===== src/rtl/instr_encoder_pkg.sv =====
`default_nettype none
// +----------------------------------------------------------------------+
// | instr_encoder_pkg : shared format/error codes, opcodes, field struct |
// | Revision 1.0                                                         |
// +----------------------------------------------------------------------+
package instr_encoder_pkg;

  typedef enum logic [2:0] {
    FMT_R = 3'd0,
    FMT_I = 3'd1,
    FMT_S = 3'd2,
    FMT_B = 3'd3,
    FMT_U = 3'd4,
    FMT_J = 3'd5
  } fmt_e;

  typedef enum logic [1:0] {
    ERR_NONE  = 2'b00,
    ERR_RANGE = 2'b01,
    ERR_MISAL = 2'b10,
    ERR_FMT   = 2'b11
  } err_e;

  localparam logic [6:0] OP_LUI    = 7'b0110111;
  localparam logic [6:0] OP_AUIPC  = 7'b0010111;
  localparam logic [6:0] OP_JAL    = 7'b1101111;
  localparam logic [6:0] OP_JALR   = 7'b1100111;
  localparam logic [6:0] OP_BRANCH = 7'b1100011;
  localparam logic [6:0] OP_LOAD   = 7'b0000011;
  localparam logic [6:0] OP_STORE  = 7'b0100011;
  localparam logic [6:0] OP_OPIMM  = 7'b0010011;
  localparam logic [6:0] OP_OP     = 7'b0110011;
  localparam logic [6:0] OP_SYSTEM = 7'b1110011;

  localparam logic [31:0] NOP_INSTR = 32'h00000013;

  typedef struct packed {
    logic [2:0]  fmt;
    logic [6:0]  opcode;
    logic [2:0]  funct3;
    logic [6:0]  funct7;
    logic [4:0]  rd;
    logic [4:0]  rs1;
    logic [4:0]  rs2;
    logic [31:0] imm;
  } fields_t;

endpackage
`default_nettype wire


===== src/rtl/instr_encoder_if.sv =====
`default_nettype none
// +----------------------------------------------------------------------+
// | instr_encoder_if : upstream field handshake and downstream word bus  |
// | Revision 1.0                                                         |
// +----------------------------------------------------------------------+
interface instr_encoder_if;
  logic        in_valid;
  logic        in_ready;
  logic [2:0]  in_fmt;
  logic [6:0]  in_opcode;
  logic [2:0]  in_funct3;
  logic [6:0]  in_funct7;
  logic [4:0]  in_rd;
  logic [4:0]  in_rs1;
  logic [4:0]  in_rs2;
  logic [31:0] in_imm;
  logic        out_valid;
  logic        out_ready;
  logic [31:0] out_instr;
  logic [1:0]  out_err;

  modport master (
    output in_valid, in_fmt, in_opcode, in_funct3, in_funct7,
           in_rd, in_rs1, in_rs2, in_imm, out_ready,
    input  in_ready, out_valid, out_instr, out_err
  );

  modport slave (
    input  in_valid, in_fmt, in_opcode, in_funct3, in_funct7,
           in_rd, in_rs1, in_rs2, in_imm, out_ready,
    output in_ready, out_valid, out_instr, out_err
  );
endinterface
`default_nettype wire


===== src/rtl/instr_pack.sv =====
`default_nettype none
// +----------------------------------------------------------------------+
// | instr_pack : combinational RV32I field packing and error checking    |
// | Revision 1.0                                                         |
// +----------------------------------------------------------------------+
module instr_pack
  import instr_encoder_pkg::*;
(
  input  fields_t     f,
  output logic [31:0] instr,
  output logic [1:0]  err
);

  logic [31:0] raw;
  logic        range_bad;
  logic        misal;
  logic        fmt_bad;

  always_comb begin
    raw       = '0;
    range_bad = 1'b0;
    misal     = 1'b0;
    fmt_bad   = 1'b0;
    case (f.fmt)
      FMT_R: raw = {f.funct7, f.rs2, f.rs1, f.funct3, f.rd, f.opcode};
      FMT_I: begin
        raw       = {f.imm[11:0], f.rs1, f.funct3, f.rd, f.opcode};
        range_bad = ~((&f.imm[31:11]) | ~(|f.imm[31:11]));
      end
      FMT_S: begin
        raw       = {f.imm[11:5], f.rs2, f.rs1, f.funct3, f.imm[4:0], f.opcode};
        range_bad = ~((&f.imm[31:11]) | ~(|f.imm[31:11]));
      end
      FMT_B: begin
        raw       = {f.imm[12], f.imm[10:5], f.rs2, f.rs1, f.funct3,
                     f.imm[4:1], f.imm[11], f.opcode};
        range_bad = ~((&f.imm[31:12]) | ~(|f.imm[31:12]));
        misal     = f.imm[0];
      end
      FMT_U: begin
        raw       = {f.imm[31:12], f.rd, f.opcode};
        range_bad = |f.imm[11:0];
      end
      FMT_J: begin
        raw       = {f.imm[20], f.imm[10:1], f.imm[11], f.imm[19:12], f.rd, f.opcode};
        range_bad = ~((&f.imm[31:20]) | ~(|f.imm[31:20]));
        misal     = f.imm[0];
      end
      default: fmt_bad = 1'b1;
    endcase
  end

  // Priority: bad format, then misalignment, then range.
  always_comb begin
    if (fmt_bad)        err = ERR_FMT;
    else if (misal)     err = ERR_MISAL;
    else if (range_bad) err = ERR_RANGE;
    else                err = ERR_NONE;
    instr = (err == ERR_NONE) ? raw : NOP_INSTR;
  end

endmodule
`default_nettype wire


===== src/rtl/instr_encoder.sv =====
`default_nettype none
// +----------------------------------------------------------------------+
// | instr_encoder : two-stage elastic RV32I instruction encoder          |
// | Revision 1.0                                                         |
// +----------------------------------------------------------------------+
module instr_encoder
  import instr_encoder_pkg::*;
#(
  parameter int CNT_W = 16
) (
  input  logic              clk,
  input  logic              rst_n,
  instr_encoder_if.slave    bus,
  output logic [CNT_W-1:0]  enc_count
);

  fields_t     s1_f;
  logic        s1_valid;
  logic        s2_valid;
  logic [31:0] s2_instr;
  logic [1:0]  s2_err;
  logic [31:0] pack_instr;
  logic [1:0]  pack_err;
  logic        s2_adv;
  logic        s1_adv;

  assign s2_adv       = !s2_valid || bus.out_ready;
  assign s1_adv       = !s1_valid || s2_adv;
  assign bus.in_ready = s1_adv;

  always_ff @(posedge clk or negedge rst_n) begin
    if (!rst_n) begin
      s1_valid <= 1'b0;
      s1_f     <= '0;
    end else if (s1_adv) begin
      s1_valid <= bus.in_valid;
      if (bus.in_valid) begin
        s1_f <= '{fmt: bus.in_fmt, opcode: bus.in_opcode, funct3: bus.in_funct3,
                  funct7: bus.in_funct7, rd: bus.in_rd, rs1: bus.in_rs1,
                  rs2: bus.in_rs2, imm: bus.in_imm};
      end
    end
  end

  instr_pack u_pack (
    .f     (s1_f),
    .instr (pack_instr),
    .err   (pack_err)
  );

  always_ff @(posedge clk or negedge rst_n) begin
    if (!rst_n) begin
      s2_valid <= 1'b0;
      s2_instr <= '0;
      s2_err   <= ERR_NONE;
    end else if (s2_adv) begin
      s2_valid <= s1_valid;
      if (s1_valid) begin
        s2_instr <= pack_instr;
        s2_err   <= pack_err;
      end
    end
  end

  always_ff @(posedge clk or negedge rst_n) begin
    if (!rst_n) begin
      enc_count <= '0;
    end else if (s2_valid && bus.out_ready && (s2_err == ERR_NONE) && (enc_count != '1)) begin
      enc_count <= enc_count + CNT_W'(1);
    end
  end

  assign bus.out_valid = s2_valid;
  assign bus.out_instr = s2_instr;
  assign bus.out_err   = s2_err;

endmodule
`default_nettype wire


===== src/flat_wrapper.sv =====
// flat-port wrapper written by rule: the top's interface ports become plain ports
module instr_encoder_flat import instr_encoder_pkg::*;
#(
  parameter int CNT_W = 16
)
  (clk, rst_n, enc_count, bus_in_valid, bus_in_fmt, bus_in_opcode, bus_in_funct3, bus_in_funct7, bus_in_rd, bus_in_rs1, bus_in_rs2, bus_in_imm, bus_out_ready, bus_in_ready, bus_out_valid, bus_out_instr, bus_out_err);
  instr_encoder_if bus_i ();
  input  logic clk;
  input  logic rst_n;
  output logic [CNT_W-1:0] enc_count;
  input wire logic [$bits(bus_i.in_valid)-1:0] bus_in_valid;
  input wire logic [$bits(bus_i.in_fmt)-1:0] bus_in_fmt;
  input wire logic [$bits(bus_i.in_opcode)-1:0] bus_in_opcode;
  input wire logic [$bits(bus_i.in_funct3)-1:0] bus_in_funct3;
  input wire logic [$bits(bus_i.in_funct7)-1:0] bus_in_funct7;
  input wire logic [$bits(bus_i.in_rd)-1:0] bus_in_rd;
  input wire logic [$bits(bus_i.in_rs1)-1:0] bus_in_rs1;
  input wire logic [$bits(bus_i.in_rs2)-1:0] bus_in_rs2;
  input wire logic [$bits(bus_i.in_imm)-1:0] bus_in_imm;
  input wire logic [$bits(bus_i.out_ready)-1:0] bus_out_ready;
  output wire logic [$bits(bus_i.in_ready)-1:0] bus_in_ready;
  output wire logic [$bits(bus_i.out_valid)-1:0] bus_out_valid;
  output wire logic [$bits(bus_i.out_instr)-1:0] bus_out_instr;
  output wire logic [$bits(bus_i.out_err)-1:0] bus_out_err;
  assign bus_i.in_valid = bus_in_valid;
  assign bus_i.in_fmt = bus_in_fmt;
  assign bus_i.in_opcode = bus_in_opcode;
  assign bus_i.in_funct3 = bus_in_funct3;
  assign bus_i.in_funct7 = bus_in_funct7;
  assign bus_i.in_rd = bus_in_rd;
  assign bus_i.in_rs1 = bus_in_rs1;
  assign bus_i.in_rs2 = bus_in_rs2;
  assign bus_i.in_imm = bus_in_imm;
  assign bus_i.out_ready = bus_out_ready;
  assign bus_in_ready = bus_i.in_ready;
  assign bus_out_valid = bus_i.out_valid;
  assign bus_out_instr = bus_i.out_instr;
  assign bus_out_err = bus_i.out_err;
  instr_encoder #(.CNT_W(CNT_W)) u_core (.clk(clk), .rst_n(rst_n), .bus(bus_i), .enc_count(enc_count));
endmodule

===== config.mk =====
export PLATFORM = sky130hd
export DESIGN_NAME = instr_encoder_flat
export DESIGN_NICKNAME = d
export VERILOG_FILES = /design/src/rtl/instr_encoder_pkg.sv /design/src/rtl/instr_encoder_if.sv /design/src/rtl/instr_pack.sv /design/src/rtl/instr_encoder.sv /design/src/flat_wrapper.sv
export SDC_FILE = /design/constraint.sdc
export NUM_CORES = 1
export LEC_CHECK = 0
export ABC_AREA = 1
export CORE_UTILIZATION = 35
export CTS_BUF_LIST = sky130_fd_sc_hd__clkbuf_8
export CTS_CLUSTER_DIAMETER = 30
export DETAILED_ROUTE_END_ITERATION = 16
export GPL_TIMING_DRIVEN = 1
export SETUP_SLACK_MARGIN = 0.15
export SLEW_MARGIN = 20
export SYNTH_ARGS = -nofsm -noshare
export SYNTH_HDL_FRONTEND = slang
export SYNTH_SLANG_ARGS = --single-unit
export TNS_END_PERCENT = 5

===== constraint.sdc =====
create_clock -name clk -period 1.6 [get_ports clk]
set_input_delay 0.32 -clock clk [delete_from_list [all_inputs] [get_ports clk]]
set_output_delay 0.32 -clock clk [all_outputs]
set_load 0.01 [all_outputs]

==> metrics.txt <==
status finished with violations; failing checks setup timing; Final Power 9.55 mW; async set or reset register ratio after synthesis 100%; count of final setup violators 31; I/O Pins 123; CTS tree built; post-synthesis sequential area ratio between 50% and 60%; post-DR wirelength/cell 15.3 um; Reg2Reg Launch Point u_core.s1_f[31]; CTS Sinks roughly 120; worst-margin pin slew 508 ps; critical path capture point type flop; Post-Syn Area 5760 um^2; P&R area growth vs syn 46.5%; FP Rows 46; fin crit period 1670 ps; Static Leak between 4 and 5 nW; Antenna Nets Post-Route 0; number of global-route vias before repair 5359; total grt overflow 0; final hold vios 0; final wirelength 16600 um; clock buffer depth 2; Initial Util 36.1%; initial antenna violation count 0; reg2reg path depth 11; CP Max Fanout 5; remaining routing DRC violations 0; period utilisation layout 104%; worst-path cell chain inv_1 > nand2_1 > nor2_1 > nand3_2 > nand2_2 > nand2_4 > nor2_8 > buf_12 > nand4_1 > nand2_1 > inv_1; Synth Flop Type dfrtp_1; Worst EP arrival 2020 ps; worst clock skew 7.97 ps; Critical R2R Capture u_core.bus.out_instr[1]; Clock power frac 27.0%; Root Driver clkbuf_8; H-tree depth 4; top cell type's share of synthesized area roughly half; Setup CP Type flop to flop; TritonCTS buffer count 17; Port Buffers roughly 120; Final HPWL DP 12300 um; mean post-synth cell area 8.79 um^2; Placer Congestion 0.861; max_cap viols 0; synth warn 0; slowest stage delay, CP 400 ps; NetSw 3.14 mW; filler cell count 1479; register area 2980 um^2; Die W 130 um; Max Transition Viols Final 0; final instance area 8430 um^2; CP Launch Point u_core.s1_f[31]; RSZ-0062 raised after global routing true; Area after DPL just under 8000 um^2; initial DRC count 234; Worst EP required 1940 ps; core area 15900 um^2; DRT Pass-1 Iters 5; number of diodes 0; Cell Int Power 6.40 mW; Fmax 0.598 GHz; Power Dens Cells 1130 nW/um^2; clk slew on worst S/H paths 70 ps; largest net degree at the start of global routing 35; FF-to-FF setup slack -70 ps; final worst slack -71.3 ps; Post-Syn Instances 655; layout cells sized above 1 28.3%; critical path's slowest cell dfrtp_1; net count after synthesis 727; die area between 15000 and 20000 um^2; DR vias/cell a little under 5; Switching Share 32.9%; worst vdd ir between 0.5 and 0.6 mV; hold_ws 390 ps; combinational group share of total power 31.5%; worst-skew pair later-pin latency 440 ps; total track usage approximately a fifth; area of the multi-input gates about 2700 um^2; first-pass GRT wire length between 20000 and 30000 um; Netlist cell types 35; Rel. slew slack between 60% and 70%; area leader, netlist dfrtp_1; number of nets in the layout between 900 and 1000; Yosys reg bits 119; Area contributors post-synth dfrtp_1 (52%), nand2_1 (11%), mux2_2 (7.8%), nor2_1 (5.9%), nand4_1 (4.0%); class of the worst hold path primary input to async pin; worst setup path endpoint u_core.bus.out_instr[1]; Seq pwr share 41.5%; Post-synth EDFFs 0; die span in y 130 um; CP Launch Type flop; routed vias 5210
[cells in the mapped netlist (9+ instances only)]
library cell  instances
a21oi_1              30
buf_2                14
dfrtp_1             119
inv_1                57
mux2_2               40
nand2_1             168
nand3_1              20
nand4_1              37
nor2_1               90
o21ai_0              11
xor2_1                9
[sequential cells by signal (all words and copies together), names as in the netlist]
| name | flops |
|---|---|
| u_core.bus.out_err | 2 |
| u_core.bus.out_instr | 32 |
| u_core.s1_valid | 1 |
| u_core.bus.out_valid | 1 |
| u_core.s1_f | 67 |
| u_core.enc_count | 16 |
[metrics by stage]
step	setup slack, ps	TNS [ps]	std cells	util (%)
detailed placement	-263	-21520	1031	48.3
finish	-71.3	-1160	1085	52.9
global placement	-226	-20160	1031	48.3
floorplan	147	0	655	-
CTS	-15.6	-28.6	1076	51.8
global route	-176	-4630	1085	52.9
[area by class of cell]
cell class	count	area share, %
multi-input combinational	450	31.8
clock buffer	21	3.43
clock inverter	10	0.950
tap	216	3.21
inverter	60	2.70
sequential	119	35.4
timing repair buffer	209	22.5
[layout by cell type, fill, tap and decap left out, types with 3 or more instances in the layout]
cell type,n
nand2_1,162
dfrtp_1,114
nor2_1,85
clkdlybuf4s50_1,69
buf_4,69
inv_1,56
nand4_1,37
a21oi_1,29
mux2_4,29
clkbuf_2,26
clkbuf_8,21
clkdlybuf4s15_1,21
mux2_2,11
nand3_1,10
nand3_2,9
nand2_2,9
o21ai_0,9
xor2_1,9
buf_12,8
buf_6,7
nor2_4,6
inv_2,5
nor3_2,5
dfrtp_2,5
o211ai_1,4
o221ai_1,4
o22ai_1,4
xnor2_1,4
clkinv_2,4
buf_2,4
nand2_4,3
nor2_2,3
or2_2,3
clkinvlp_4,3
[cells by family (layout without fill, tap and decap cells)]
kind of cell / after synthesis / count (layout) / synth area share, %
multiplexers: 40 / 40 / 7.82
AND/OR/NAND/NOR: 340 / 340 / 26.1
buffers and inverters: 86 / 300 / 6.61
AO/OA/AOI/OAI: 56 / 56 / 5.59
flip-flops: 119 / 119 / 51.7
XOR/XNOR: 13 / 13 / 1.98
adder cells (fa/ha/maj): 1 / 1 / 0.217
[how the worst min path moves through the flow]
stage | startpoint | to | slack, ps | depth (start not counted)
2_1_floorplan | rst_n | u_core.bus.out_err[0] | 20 | 0
3_3_place_gp | rst_n | u_core.enc_count[3] | 310 | 1
3_5_place_dp | rst_n | u_core.enc_count[3] | 320 | 1
4_1_cts | rst_n | u_core.enc_count[3] | 400 | 2
5_1_grt | rst_n | u_core.enc_count[0] | 430 | 2
6_report | rst_n | u_core.enc_count[2] | 390 | 2
[per-layer routing]
layer,wire length [um],GRT usage [%],up-vias
li1,-,-,2536
met1,7070,25.1,2526
met2,8570,36.0,129
met3,781,5.04,19
met4,227,6.63,0
met5,0,0,-
[power by group through the flow]
stage / registers, mW / logic (mW) / clock network (mW)
3_3_place_gp: 3.98 / 2.83 / 0
5_1_grt: 4.02 / 3.32 / 2.76
4_1_cts: 3.95 / 2.85 / 2.63
6_report: 3.96 / 3.01 / 2.58
3_5_place_dp: 4.00 / 2.88 / 0
2_1_floorplan: 4.03 / 1.29 / 0
[repair_timing]
item	in CTS	in global routing
gates resized for setup	133	87
cloned	0	2
pin swaps	11	10
hold buffers	1	0
buffers inserted	13	7
setup endpoints to repair	103	123
hold endpoints to repair	31	0
[critical path, delay by kind of cell, from the launching register on]
kind,cells,cell delay (ps)
flops,1,400
buf+inv,3,290
simple gates,8,880
No activity file was read; power rests on OpenSTA's default activity.
